**config.mk**
```make
export PLATFORM = sky130hd
export DESIGN_NAME = pipeline_hazard_ctrl
export DESIGN_NICKNAME = d
export VERILOG_FILES = /design/src/rtl/pipeline_ctrl_pkg.sv /design/src/rtl/hazard_detect.sv /design/src/rtl/pipeline_hazard_ctrl.sv
export SDC_FILE = /design/constraint.sdc
export NUM_CORES = 1
export LEC_CHECK = 0
export BUFFER_PORTS_ARGS = -buffer_cell sky130_fd_sc_hd__buf_2
export CAP_MARGIN = 20
export CORE_ASPECT_RATIO = 1.5
export CORE_UTILIZATION = 48
export DETAILED_ROUTE_END_ITERATION = 8
export PLACE_DENSITY = 0.78
export SYNTH_ARGS = -nofsm -noshare
export SYNTH_HDL_FRONTEND = slang
export SYNTH_SLANG_ARGS = --single-unit
```
**constraint.sdc**
```tcl
create_clock -name clk -period 2.65 [get_ports clk]
set_input_delay 0.53 -clock clk [delete_from_list [all_inputs] [get_ports clk]]
set_output_delay 0.53 -clock clk [all_outputs]
set_load 0.005 [all_outputs]
```
**src/rtl/pipeline_ctrl_pkg.sv**
```systemverilog
// Shared types for the pipeline hazard controller and the EX operand muxes.
package pipeline_ctrl_pkg;

  typedef enum logic [1:0] {
    RUN      = 2'b00,
    MEM_WAIT = 2'b01,
    TIMEOUT  = 2'b10
  } ctrl_state_e;

  typedef enum logic [1:0] {
    FWD_RF  = 2'b00,
    FWD_MEM = 2'b01,
    FWD_WB  = 2'b10
  } fwd_sel_e;

  // True when a consumer source register is produced by an in-flight writer.
  function automatic logic reg_match(input logic [4:0] rs, input logic use_rs,
                                     input logic valid, input logic rf_we,
                                     input logic [4:0] wr);
    return (rs != 5'd0) && use_rs && valid && rf_we && (rs == wr);
  endfunction

endpackage

```
**src/rtl/hazard_detect.sv**
```systemverilog
// Combinational RAW detection: load-use stall request for ID and forwarding selects for EX.
module hazard_detect
  import pipeline_ctrl_pkg::*;
#(
  parameter int unsigned FWD_EN = 1
) (
  input  logic [4:0] id_rs1_i,
  input  logic [4:0] id_rs2_i,
  input  logic       id_rs1_use_i,
  input  logic       id_rs2_use_i,
  input  logic [4:0] ex_rs1_i,
  input  logic [4:0] ex_rs2_i,
  input  logic       ex_valid_i,
  input  logic       ex_rf_we_i,
  input  logic       ex_is_load_i,
  input  logic [4:0] ex_wr_i,
  input  logic       mem_valid_i,
  input  logic       mem_rf_we_i,
  input  logic       mem_is_load_i,
  input  logic [4:0] mem_wr_i,
  input  logic       wb_valid_i,
  input  logic       wb_rf_we_i,
  input  logic [4:0] wb_wr_i,
  output logic       load_use_o,
  output logic [1:0] fwd_rs1_o,
  output logic [1:0] fwd_rs2_o
);

  localparam bit FwdOn = (FWD_EN != 0);

  logic id_ex_hit, id_mem_hit;

  assign id_ex_hit  = reg_match(id_rs1_i, id_rs1_use_i, ex_valid_i, ex_rf_we_i, ex_wr_i) |
                      reg_match(id_rs2_i, id_rs2_use_i, ex_valid_i, ex_rf_we_i, ex_wr_i);
  assign id_mem_hit = reg_match(id_rs1_i, id_rs1_use_i, mem_valid_i, mem_rf_we_i, mem_wr_i) |
                      reg_match(id_rs2_i, id_rs2_use_i, mem_valid_i, mem_rf_we_i, mem_wr_i);

  // WB producers never stall: the register file bypasses same-cycle writes.
  assign load_use_o = FwdOn ? ((id_ex_hit & ex_is_load_i) | (id_mem_hit & mem_is_load_i))
                            : (id_ex_hit | id_mem_hit);

  function automatic logic [1:0] fwd_sel(input logic [4:0] rs);
    fwd_sel_e sel;
    sel = FWD_RF;
    if (FwdOn) begin
      // Load data only exists at WB, so a MEM-stage load cannot be a forwarding source.
      if (reg_match(rs, 1'b1, mem_valid_i, mem_rf_we_i, mem_wr_i) && !mem_is_load_i) begin
        sel = FWD_MEM;
      end else if (reg_match(rs, 1'b1, wb_valid_i, wb_rf_we_i, wb_wr_i)) begin
        sel = FWD_WB;
      end
    end
    return sel;
  endfunction

  assign fwd_rs1_o = fwd_sel(ex_rs1_i);
  assign fwd_rs2_o = fwd_sel(ex_rs2_i);

endmodule

```
**src/rtl/pipeline_hazard_ctrl.sv**
```systemverilog
// Pipeline stall/flush sequencer with DRAM wait FSM, watchdog and saturating perf counters.
module pipeline_hazard_ctrl
  import pipeline_ctrl_pkg::*;
#(
  parameter int unsigned TIMEOUT_CYCLES = 255,
  parameter int unsigned CNT_W          = 32,
  parameter int unsigned FWD_EN         = 1
) (
  input  logic             clk,
  input  logic             rst,
  input  logic [4:0]       id_rs1_i,
  input  logic [4:0]       id_rs2_i,
  input  logic             id_rs1_use_i,
  input  logic             id_rs2_use_i,
  input  logic [4:0]       ex_rs1_i,
  input  logic [4:0]       ex_rs2_i,
  input  logic             ex_valid_i,
  input  logic             ex_rf_we_i,
  input  logic             ex_is_load_i,
  input  logic [4:0]       ex_wr_i,
  input  logic             mem_valid_i,
  input  logic             mem_rf_we_i,
  input  logic             mem_is_load_i,
  input  logic [4:0]       mem_wr_i,
  input  logic             wb_valid_i,
  input  logic             wb_rf_we_i,
  input  logic [4:0]       wb_wr_i,
  input  logic             redirect_i,
  input  logic             dram_req_i,
  input  logic             dram_ready_i,
  output logic             stall_if_o,
  output logic             stall_id_o,
  output logic             stall_ex_o,
  output logic             stall_mem_o,
  output logic             flush_id_o,
  output logic             flush_ex_o,
  output logic             bubble_wb_o,
  output logic [1:0]       fwd_rs1_o,
  output logic [1:0]       fwd_rs2_o,
  output logic             mem_timeout_o,
  output logic [CNT_W-1:0] stall_cnt_o,
  output logic [CNT_W-1:0] flush_cnt_o
);

  localparam int unsigned WaitW = $clog2(TIMEOUT_CYCLES + 1);
  localparam logic [WaitW-1:0] TimeoutVal = WaitW'(TIMEOUT_CYCLES);

  ctrl_state_e      state_q, state_d;
  logic [WaitW-1:0] wait_cnt_q, wait_cnt_d;
  logic             timeout_q, timeout_d;
  logic [CNT_W-1:0] stall_cnt_q, stall_cnt_d;
  logic [CNT_W-1:0] flush_cnt_q, flush_cnt_d;

  logic       load_use;
  logic [1:0] hd_fwd_rs1, hd_fwd_rs2;
  logic       mem_wait;
  logic       redirect_acc;

  hazard_detect #(
    .FWD_EN (FWD_EN)
  ) u_hazard_detect (
    .id_rs1_i      (id_rs1_i),
    .id_rs2_i      (id_rs2_i),
    .id_rs1_use_i  (id_rs1_use_i),
    .id_rs2_use_i  (id_rs2_use_i),
    .ex_rs1_i      (ex_rs1_i),
    .ex_rs2_i      (ex_rs2_i),
    .ex_valid_i    (ex_valid_i),
    .ex_rf_we_i    (ex_rf_we_i),
    .ex_is_load_i  (ex_is_load_i),
    .ex_wr_i       (ex_wr_i),
    .mem_valid_i   (mem_valid_i),
    .mem_rf_we_i   (mem_rf_we_i),
    .mem_is_load_i (mem_is_load_i),
    .mem_wr_i      (mem_wr_i),
    .wb_valid_i    (wb_valid_i),
    .wb_rf_we_i    (wb_rf_we_i),
    .wb_wr_i       (wb_wr_i),
    .load_use_o    (load_use),
    .fwd_rs1_o     (hd_fwd_rs1),
    .fwd_rs2_o     (hd_fwd_rs2)
  );

  assign mem_wait = ((state_q == MEM_WAIT) && !dram_ready_i) ||
                    ((state_q == RUN) && dram_req_i && !dram_ready_i) ||
                    (state_q == TIMEOUT);

  // A redirect during a memory wait stays in EX and is taken once the wait clears.
  assign redirect_acc = !rst && !mem_wait && redirect_i;

  always_comb begin
    stall_if_o  = 1'b0;
    stall_id_o  = 1'b0;
    stall_ex_o  = 1'b0;
    stall_mem_o = 1'b0;
    flush_id_o  = 1'b0;
    flush_ex_o  = 1'b0;
    bubble_wb_o = 1'b0;
    fwd_rs1_o   = FWD_RF;
    fwd_rs2_o   = FWD_RF;
    if (!rst) begin
      fwd_rs1_o = hd_fwd_rs1;
      fwd_rs2_o = hd_fwd_rs2;
      if (mem_wait) begin
        stall_if_o  = 1'b1;
        stall_id_o  = 1'b1;
        stall_ex_o  = 1'b1;
        stall_mem_o = 1'b1;
        bubble_wb_o = 1'b1;
      end else if (redirect_i) begin
        flush_id_o = 1'b1;
        flush_ex_o = 1'b1;
      end else if (load_use) begin
        stall_if_o = 1'b1;
        stall_id_o = 1'b1;
        flush_ex_o = 1'b1;
      end
    end
  end

  always_comb begin
    state_d    = state_q;
    wait_cnt_d = wait_cnt_q;
    timeout_d  = timeout_q;
    unique case (state_q)
      RUN: begin
        if (dram_req_i && !dram_ready_i) begin
          state_d    = MEM_WAIT;
          wait_cnt_d = WaitW'(1);
        end
      end
      MEM_WAIT: begin
        if (dram_ready_i) begin
          state_d    = RUN;
          wait_cnt_d = '0;
        end else if (wait_cnt_q == TimeoutVal) begin
          state_d   = TIMEOUT;
          timeout_d = 1'b1;
        end else begin
          wait_cnt_d = wait_cnt_q + WaitW'(1);
        end
      end
      TIMEOUT: state_d = TIMEOUT;
      default: state_d = RUN;
    endcase
  end

  assign stall_cnt_d = (stall_if_o && (stall_cnt_q != '1)) ? stall_cnt_q + CNT_W'(1)
                                                            : stall_cnt_q;
  assign flush_cnt_d = (redirect_acc && (flush_cnt_q != '1)) ? flush_cnt_q + CNT_W'(1)
                                                             : flush_cnt_q;

  always_ff @(posedge clk) begin
    if (rst) begin
      state_q     <= RUN;
      wait_cnt_q  <= '0;
      timeout_q   <= 1'b0;
      stall_cnt_q <= '0;
      flush_cnt_q <= '0;
    end else begin
      state_q     <= state_d;
      wait_cnt_q  <= wait_cnt_d;
      timeout_q   <= timeout_d;
      stall_cnt_q <= stall_cnt_d;
      flush_cnt_q <= flush_cnt_d;
    end
  end

  assign mem_timeout_o = timeout_q;
  assign stall_cnt_o   = stall_cnt_q;
  assign flush_cnt_o   = flush_cnt_q;

endmodule

```
==> impl_summary.log, run 1 <==
[metrics] run status: complete, no violations
[metrics] Post-Synthesis Cells: between 500 and 600
[metrics] number of cells traversed by the worst hold path: 2
[metrics] Iter 0 DRT Violations: between 150 and 200
[metrics] synthesized cell area: between 4000 and 5000 um2
[metrics] Worst R2R End: flush_cnt_o[8]
[metrics] DRC Markers: 0
[metrics] part of the Yosys area used for sequential elements: between 30% and 40%
[metrics] Overflow after GRT: 0
[metrics] wire length per cell: around 15 um
[metrics] kind of cell adding the most delay to the critical path: simple AND/OR/NAND/NOR gates
[metrics] Clock Root Buffer: sky130_fd_sc_hd__clkbuf_16
[metrics] area added between synthesis and finish: 24.3%
[metrics] CP max stage cell: sky130_fd_sc_hd__or4_1
[metrics] worst flop-to-flop path startpoint: flush_cnt_o[21]
[metrics] width of the die: roughly 80 um
[metrics] total CTS buffers: 9
[metrics] Crit Path Max Fanout: 3
[metrics] Peak supply drop: around 0.00037 V
[metrics] fraction of synthesized cell area taken by the top area cell type: roughly 34%
[metrics] vias in the first global route: about 4.1k
[metrics] Worst Hold End: mem_timeout_o
[metrics] global-route wire length before repair: 18500 um
[metrics] number of nets with antenna violations after routing: 0
[metrics] clock net sink count: 75
[metrics] number of cells on the worst reg-to-reg path: 7
[metrics] antenna violations before repair: 0
[metrics] number of input and output port buffers inserted: 125
[metrics] share of the cycle needed by the critical path after routing: roughly 96%
[metrics] antenna diode instance count: 0
[metrics] post-synthesis sequential element count: 75
[metrics] share of cells above drive strength 1: approximately 29%
[metrics] weighted congestion at the end of routability-driven global placement: around 0.93
[metrics] kind of start point of the critical path: input pin
[metrics] CP Data Arrival Time: a little over 2 ns
[metrics] die extent in y: ~120 um
[metrics] area of the core: 8880 um2
[metrics] clock-pin slew of the registers on the worst-case setup and hold paths: around 0.050 ns
[metrics] highest clock rate: 392 MHz
[metrics] average footprint of a synthesized cell: around 8.5 um2
[metrics] register-to-register path setup slack: 0.29 ns
[metrics] Final min period: ~2.6 ns
[metrics] CTS tree: built
[metrics] worst-margin pin slew: about 0.54 ns
[metrics] type of the worst setup path: input pin to primary output
[metrics] leakage power: ~2.3 nW
[metrics] total wirelength of the detailed-routed design: roughly 11000 um
[metrics] setup_tns: 0 ns
[metrics] Hold WC Path Type: flop to flop
[metrics] register cell area after layout: 1500 um2
[metrics] number of core rows: 42
[metrics] ys async rst share: 0%
[metrics] hold_buf cts: 0
[metrics] nets in the synthesized netlist: around 580
[metrics] Crit path required time: between 2 and 2.5 ns
[metrics] RSZ-0062 raised after global routing: no
[metrics] H-tree Lvls: 3
[metrics] GR Util All Layers: around 24%
[metrics] critical hold path startpoint: mem_timeout_o
[metrics] total of fill cells in the finished design: a little under 800
[metrics] Max clock buf depth: 2
[metrics] largest net degree at the start of global routing: 54
[metrics] final clock skew: 0.00943 ns
[metrics] number of enable flip-flop cells after synthesis: 0
[metrics] total count of max-transition violations in the final report: 0
[metrics] setup violators final: 0
[metrics] Vias: between 4k and 5k
[metrics] hpwl dp: about 8400 um
[metrics] cell taking the most area after synthesis: sky130_fd_sc_hd__dfxtp_1
[metrics] total count of hold-check failures in the final report: 0
[metrics] area used by multi-input combinational logic: ~2700 um2
[metrics] number of maximum-capacitance violations: 0
[metrics] starting density of the core: between 40% and 50%
[metrics] Distinct cells, synth: 52
[metrics] post-route setup slack: a little under 0.1 ns
[metrics] synthesis warning total: 0
[metrics] Place WS: around 0.0018 ns
[metrics] dominant synthesized flop cell: sky130_fd_sc_hd__dfxtp_1
[metrics] clock insertion delay at the later pin of the skew report: 0.33 ns
[metrics] buffering stage count on the worst path with inverters included: 2
[metrics] power density over cell area: between 400 and 500 nW/um2
[metrics] boundary pin count: 126
[metrics] average vias per placed instance: 5.70
[metrics] slew margin rel.: between 60% and 70%
[metrics] Die ar.: ~9600 um2
[metrics] crit end category: primary output
[metrics] list of cells traversed by the critical path: buf_2, or4_1, o21ai_1, nor4_1, nor2_1, nor2_1, nor4_1, nor3_1, buf_2
[metrics] largest cells by area after synthesis: sky130_fd_sc_hd__dfxtp_1, sky130_fd_sc_hd__xnor2_1, sky130_fd_sc_hd__xor2_1
[metrics] 1st-pass router iterations: 4
[metrics] delay of the slowest critical-path stage: roughly 0.52 ns
[metrics] Final Core Density: between 60 and 70%
[metrics] number of nets in the final layout: 703
[metal layers]
| metal | GRT usage (%) | vias up | part of all wire (%) |
|---|---|---|---|
| met5 | 0 | - | 0 |
| met4 | 12.1 | 0 | 2.4 |
| met1 | 25.8 | 2092 | 41 |
| met2 | 43.9 | 105 | 53 |
| li1 | - | 2141 | - |
| met3 | 4.33 | 25 | 3.9 |
[logic make-up after synthesis]
family / count (synthesis) / synth area share (%)
simple gates: 252 / 33.2
flops: 75 / 33.9
xor+xnor: 74 / 14.6
compound gates: 61 / 9.31
buf+inv: 44 / 4.80
mux: 13 / 3.30
fa+ha+maj: 3 / 0.847
[worst max-delay path by stage]
stage                start               to  slack [ns]  depth (start not counted)
2_1_floorplan  id_rs1_i[1]       stall_if_o       0.003                         10
3_3_place_gp   id_rs1_i[1]       stall_id_o        0.04                          8
3_5_place_dp    ex_wr_i[0]  stall_cnt_o[17]       0.002                          9
4_1_cts        id_rs2_i[0]       stall_id_o        0.03                          8
5_1_grt        id_rs1_i[1]       stall_if_o       0.002                          8
6_report       id_rs2_i[0]       flush_ex_o         0.1                          9
[timing repair]
item,4_1_cts,5_1_grt
setup buffers,0,1
endpoints found under the hold margin,0,0
endpoints found under the setup margin,0,2
gates resized for setup,0,0
[worst reg2reg max path, delay by kind of cell, from the launching register on]
kind / cells / cell delay [ns]
and+or+nand+nor: 6 / 1.70
DFF: 1 / 0.40
xor gates and xnor gates: 1 / 0.15
[layout make-up]
class | count | area share, %
multi-input combinational | 403 | 49.3
sequential | 75 | 27.2
timing repair buffer | 145 | 14.3
clock buffer | 12 | 4.65
tap | 110 | 2.50
inverter | 16 | 1.09
clock inverter | 4 | 0.885
[layout by cell type (no fill, tap or decap), drive strengths merged, types with 17 or more instances in the layout]
cell and count:
xnor2 40, nand4 26, nor2 63, a21oi 17
dfxtp 75, buf 145, nand2 27, nor4 19
xor2 34, nand3 36
[cell usage after synthesis (9+ instances only)]
library cell               number
sky130_fd_sc_hd__dfxtp_1       75
sky130_fd_sc_hd__nor2_1        63
sky130_fd_sc_hd__xnor2_1       40
sky130_fd_sc_hd__nand3_1       36
sky130_fd_sc_hd__xor2_1        34
sky130_fd_sc_hd__nand2_1       25
sky130_fd_sc_hd__nand4_1       25
sky130_fd_sc_hd__a21oi_1       17
sky130_fd_sc_hd__inv_1         15
sky130_fd_sc_hd__nor4_1        13
sky130_fd_sc_hd__clkbuf_1      12
sky130_fd_sc_hd__or4_1         12
sky130_fd_sc_hd__buf_4         11
sky130_fd_sc_hd__or3_1         11
sky130_fd_sc_hd__o21ai_0       10
sky130_fd_sc_hd__nor2b_1        9
sky130_fd_sc_hd__o311ai_0       9
[metrics by stage]
step                hold slack, ns  power, mW  area (um2)  cells
floorplan                    0.454       1.30        4440    522
global placement             0.462       1.38        5200    748
detailed placement           0.465       1.39        5200    748
CTS                          0.482       2.63        5500    764
global route                 0.498       2.70        5510    765
finish                       0.477       2.61        5510    765
[power by group]
part | leakage, nW | switching (mW) | internal [mW]
logic | 1.52 | 0.129 | 0.0985
registers | 0.605 | 0.00804 | 1.13
clock network | 0.153 | 0.460 | 0.779
[flip-flops by register name, indices dropped and copies added (netlist names)]
name,cells
state_q,2
mem_timeout_o,1
stall_cnt_o,32
flush_cnt_o,32
wait_cnt_q,8
(Power assumes the default switching activity.)
==> inputs of run 2 (changes only) <==
--- a/config.mk
+++ b/config.mk
@@ -8,9 +8,10 @@
 export BUFFER_PORTS_ARGS = -buffer_cell sky130_fd_sc_hd__buf_2
 export CAP_MARGIN = 20
 export CORE_ASPECT_RATIO = 1.5
-export CORE_UTILIZATION = 48
+export CORE_UTILIZATION = 49
+export CTS_BUF_LIST = sky130_fd_sc_hd__clkbuf_4
 export DETAILED_ROUTE_END_ITERATION = 8
-export PLACE_DENSITY = 0.78
+export PLACE_DENSITY = 0.8
 export SYNTH_ARGS = -nofsm -noshare
 export SYNTH_HDL_FRONTEND = slang
 export SYNTH_SLANG_ARGS = --single-unit
==> run 2 against run 1 <==
- maximum frequency is 2.7% lower
- register-to-register slack worse by 0.11 ns
- sequential share of layout area is 0.45 points higher
- core utilization is 0.64 points lower
- sequential power hardly changed
- wire length is 0.39% lower
- clock power is 28% lower
- die area is 2.0% lower
- cell count is 0.26% higher
- critical endpoint unchanged
- largest power group is now registers
- largest cell class unchanged
- sequential cell count stayed put
==> impl_summary.log, run 2 (synthesis results as in run 1) <==
[metrics] run status: complete, no violations
[metrics] most common cell after layout, fill and taps aside: sky130_fd_sc_hd__buf_2
[metrics] Die ar.: 9440 um2 (-2.0%)
[metrics] boundary pin count: 126 (unchanged)
[metrics] H-tree Lvls: 3 (unchanged)
[metrics] vias in the first global route: 4305 (+3.8%)
[metrics] average vias per placed instance: 5.68 (-0.42%)
[metrics] wire length per cell: 14.6 um (-0.65%)
[metrics] Overflow after GRT: 0 (unchanged)
[metrics] area added between synthesis and finish: 22.3%
[metrics] register cell area after layout: 1500 um2 (unchanged)
[metrics] post-route total power: 2.27 mW (-13%)
[metrics] Vias: 4356 (-0.16%)
[metrics] Max clock buf depth: 2 (unchanged)
[metrics] share of cells above drive strength 1: 29.4% (+0.83 points)
[metrics] clock-pin slew of the registers on the worst-case setup and hold paths: 0.13 ns (+0.08 ns)
[metrics] die extent in y: 118 um (-1.0%)
[metrics] final std cell area, no fill: 5420 um2 (-1.6%)
[metrics] Peak supply drop: 0.000314 V (-15%)
[metrics] register-to-register path setup slack: 0.18 ns (-0.11 ns)
[metrics] DRC Markers: 0 (unchanged)
[metrics] global-route wire length before repair: 19100 um (+3.1%)
[metrics] leakage power: 2.23 nW (-1.8%)
[metrics] CP max stage cell: sky130_fd_sc_hd__or4_1
[metrics] CTS tree: built
[metrics] slew margin rel.: 55.3% (-8.5 points)
[metrics] total count of max-transition violations in the final report: 0 (unchanged)
[metrics] number of input and output port buffers inserted: 125 (unchanged)
[metrics] CP Data Arrival Time: 2.09 ns (+0.07 ns)
[metrics] crit end category: primary output
[metrics] clock insertion delay at the later pin of the skew report: 0.43 ns (+0.10 ns)
[metrics] number of maximum-capacitance violations: 0 (unchanged)
[metrics] Crit Path Max Fanout: 3 (unchanged)
[metrics] antenna diode instance count: 0 (unchanged)
[metrics] 1st-pass router iterations: 5 (+1)
[metrics] number of nets in the final layout: 706 (+0.43%)
[metrics] largest net degree at the start of global routing: 66 (+22%)
[metrics] share of the cycle needed by the critical path after routing: 99.0% (+2.7 points)
[metrics] setup violators final: 0 (unchanged)
[metrics] GR Util All Layers: 24.9% (+0.76 points)
[metrics] antenna violations before repair: 0 (unchanged)
[metrics] final clock skew: 0.0121 ns (+0.00269 ns)
[metrics] total CTS buffers: 9 (unchanged)
[metrics] list of cells traversed by the critical path: buf_2, or4_1, o21ai_2, nor4_1, nor2_1, nor2_1, nor4_1, nor3_1, buf_2
[metrics] total of fill cells in the finished design: 793 (+1.4%)
[metrics] weighted congestion at the end of routability-driven global placement: 0.931 (-0.28%)
[metrics] starting density of the core: 50.2% (+0.30 points)
[metrics] clock net sink count: 75 (unchanged)
[metrics] hold_buf cts: 0 (unchanged)
[metrics] worst-margin pin slew: 0.670 ns (+0.128 ns)
[metrics] Final Core Density: 61.4% (-0.64 points)
[metrics] total wirelength of the detailed-routed design: 11200 um (-0.39%)
[metrics] buffering stage count on the worst path with inverters included: 2 (unchanged)
[metrics] Hold WC Path Type: input pin to flop
[metrics] Crit path required time: 2.12 ns (about the same)
[metrics] final-layout worst hold slack: 0.429 ns (-0.0487 ns)
[metrics] total count of hold-check failures in the final report: 0 (unchanged)
[metrics] width of the die: 79.7 um (-1.0%)
[metrics] setup_tns: 0 ns (unchanged)
[metrics] Iter 0 DRT Violations: 258 (+40%)
[metrics] Area after DPL: 5220 um2 (+0.43%)
[metrics] number of nets with antenna violations after routing: 0 (unchanged)
[metrics] number of core rows: 42 (unchanged)
[metrics] type of the worst setup path: input pin to primary output
[metrics] hpwl dp: 8250 um (-1.9%)
[metrics] delay of the slowest critical-path stage: 0.57 ns (+0.05 ns)
[metrics] highest clock rate: 381 MHz (-2.7%)
[metrics] Final min period: 2.62 ns (+0.0706 ns)
[metrics] area used by multi-input combinational logic: 2730 um2 (+0.41%)
[metrics] most frequent cells in the layout: sky130_fd_sc_hd__buf_2, sky130_fd_sc_hd__dfxtp_1, sky130_fd_sc_hd__nor2_1
[metrics] power density over cell area: 418 nW/um2 (-12%)
[metrics] Clock Root Buffer: sky130_fd_sc_hd__clkbuf_4
[metrics] kind of start point of the critical path: input pin
[metrics] kind of cell adding the most delay to the critical path: simple AND/OR/NAND/NOR gates
[metrics] area of the core: 8830 um2 (-0.59%)
==> run 2: cell types whose count changed in the layout (fill, tap and decap cells not counted), sizes merged <==
cell and change:
clkbuf -3, clkinvlp +1, buf +3, bufinv +2, clkinv -1
==> run 2: worst register-to-register path, delay by kind of cell (launching register included) <==
family	cells	cell delay, ns
buf+inv	1	0.21
flops	1	0.44
mux	1	0.17
simple gates	5	1.53
==> run 2: repair_timing <==
item	CTS	global route
buffers inserted	0	1
endpoints found under the hold margin	0	0
gates resized for setup	0	3
endpoints found under the setup margin	0	3
==> run 2: per-stage QoR <==
| step | std cells | setup WS [ns] |
|---|---|---|
| final | 767 | 0.0264 |
| after global routing | 767 | -0.0827 |
| after floorplan | 522 | 0.00277 |
| after global placement | 751 | 0.0810 |
| after detailed placement | 751 | 0.0177 |
| after CTS | 766 | 0.00847 |
==> run 2: layout make-up <==
cell class	instances	share of cell area [%]
Clock buffer	9	1.25
Clock inverter	6	2.12
Inverter	16	1.11
Multi-Input combinational cell	403	50.3
Sequential cell	75	27.7
Tap cell	110	2.54
Timing Repair Buffer	148	15.0
==> run 2: where the power goes <==
part,switching (mW),total (mW),internal [mW]
clock network,0.418,0.894,0.475
registers,0.00842,1.14,1.13
logic,0.130,0.232,0.101
total,0.557,2.27,1.71
==> run 2: final timing paths <==
kind | depth (start not counted) | startpoint | endpoint
max | 9 | id_rs1_i[1] | flush_ex_o
max reg2reg | 7 | flush_cnt_o[21] | flush_cnt_o[1]
min reg2reg | 1 | stall_cnt_o[9] | stall_cnt_o[9]
min | 3 | dram_req_i | state_q[0]
==> run 2: per-layer routing <==
layer | GRT usage (%) | vias to the layer above | wire length, um
met4 | 10.5 | 0 | 261
li1 | - | 2147 | -
met1 | 27.8 | 2050 | 4580
met5 | 0 | - | 0
met3 | 4.32 | 26 | 520
met2 | 44.9 | 133 | 5850
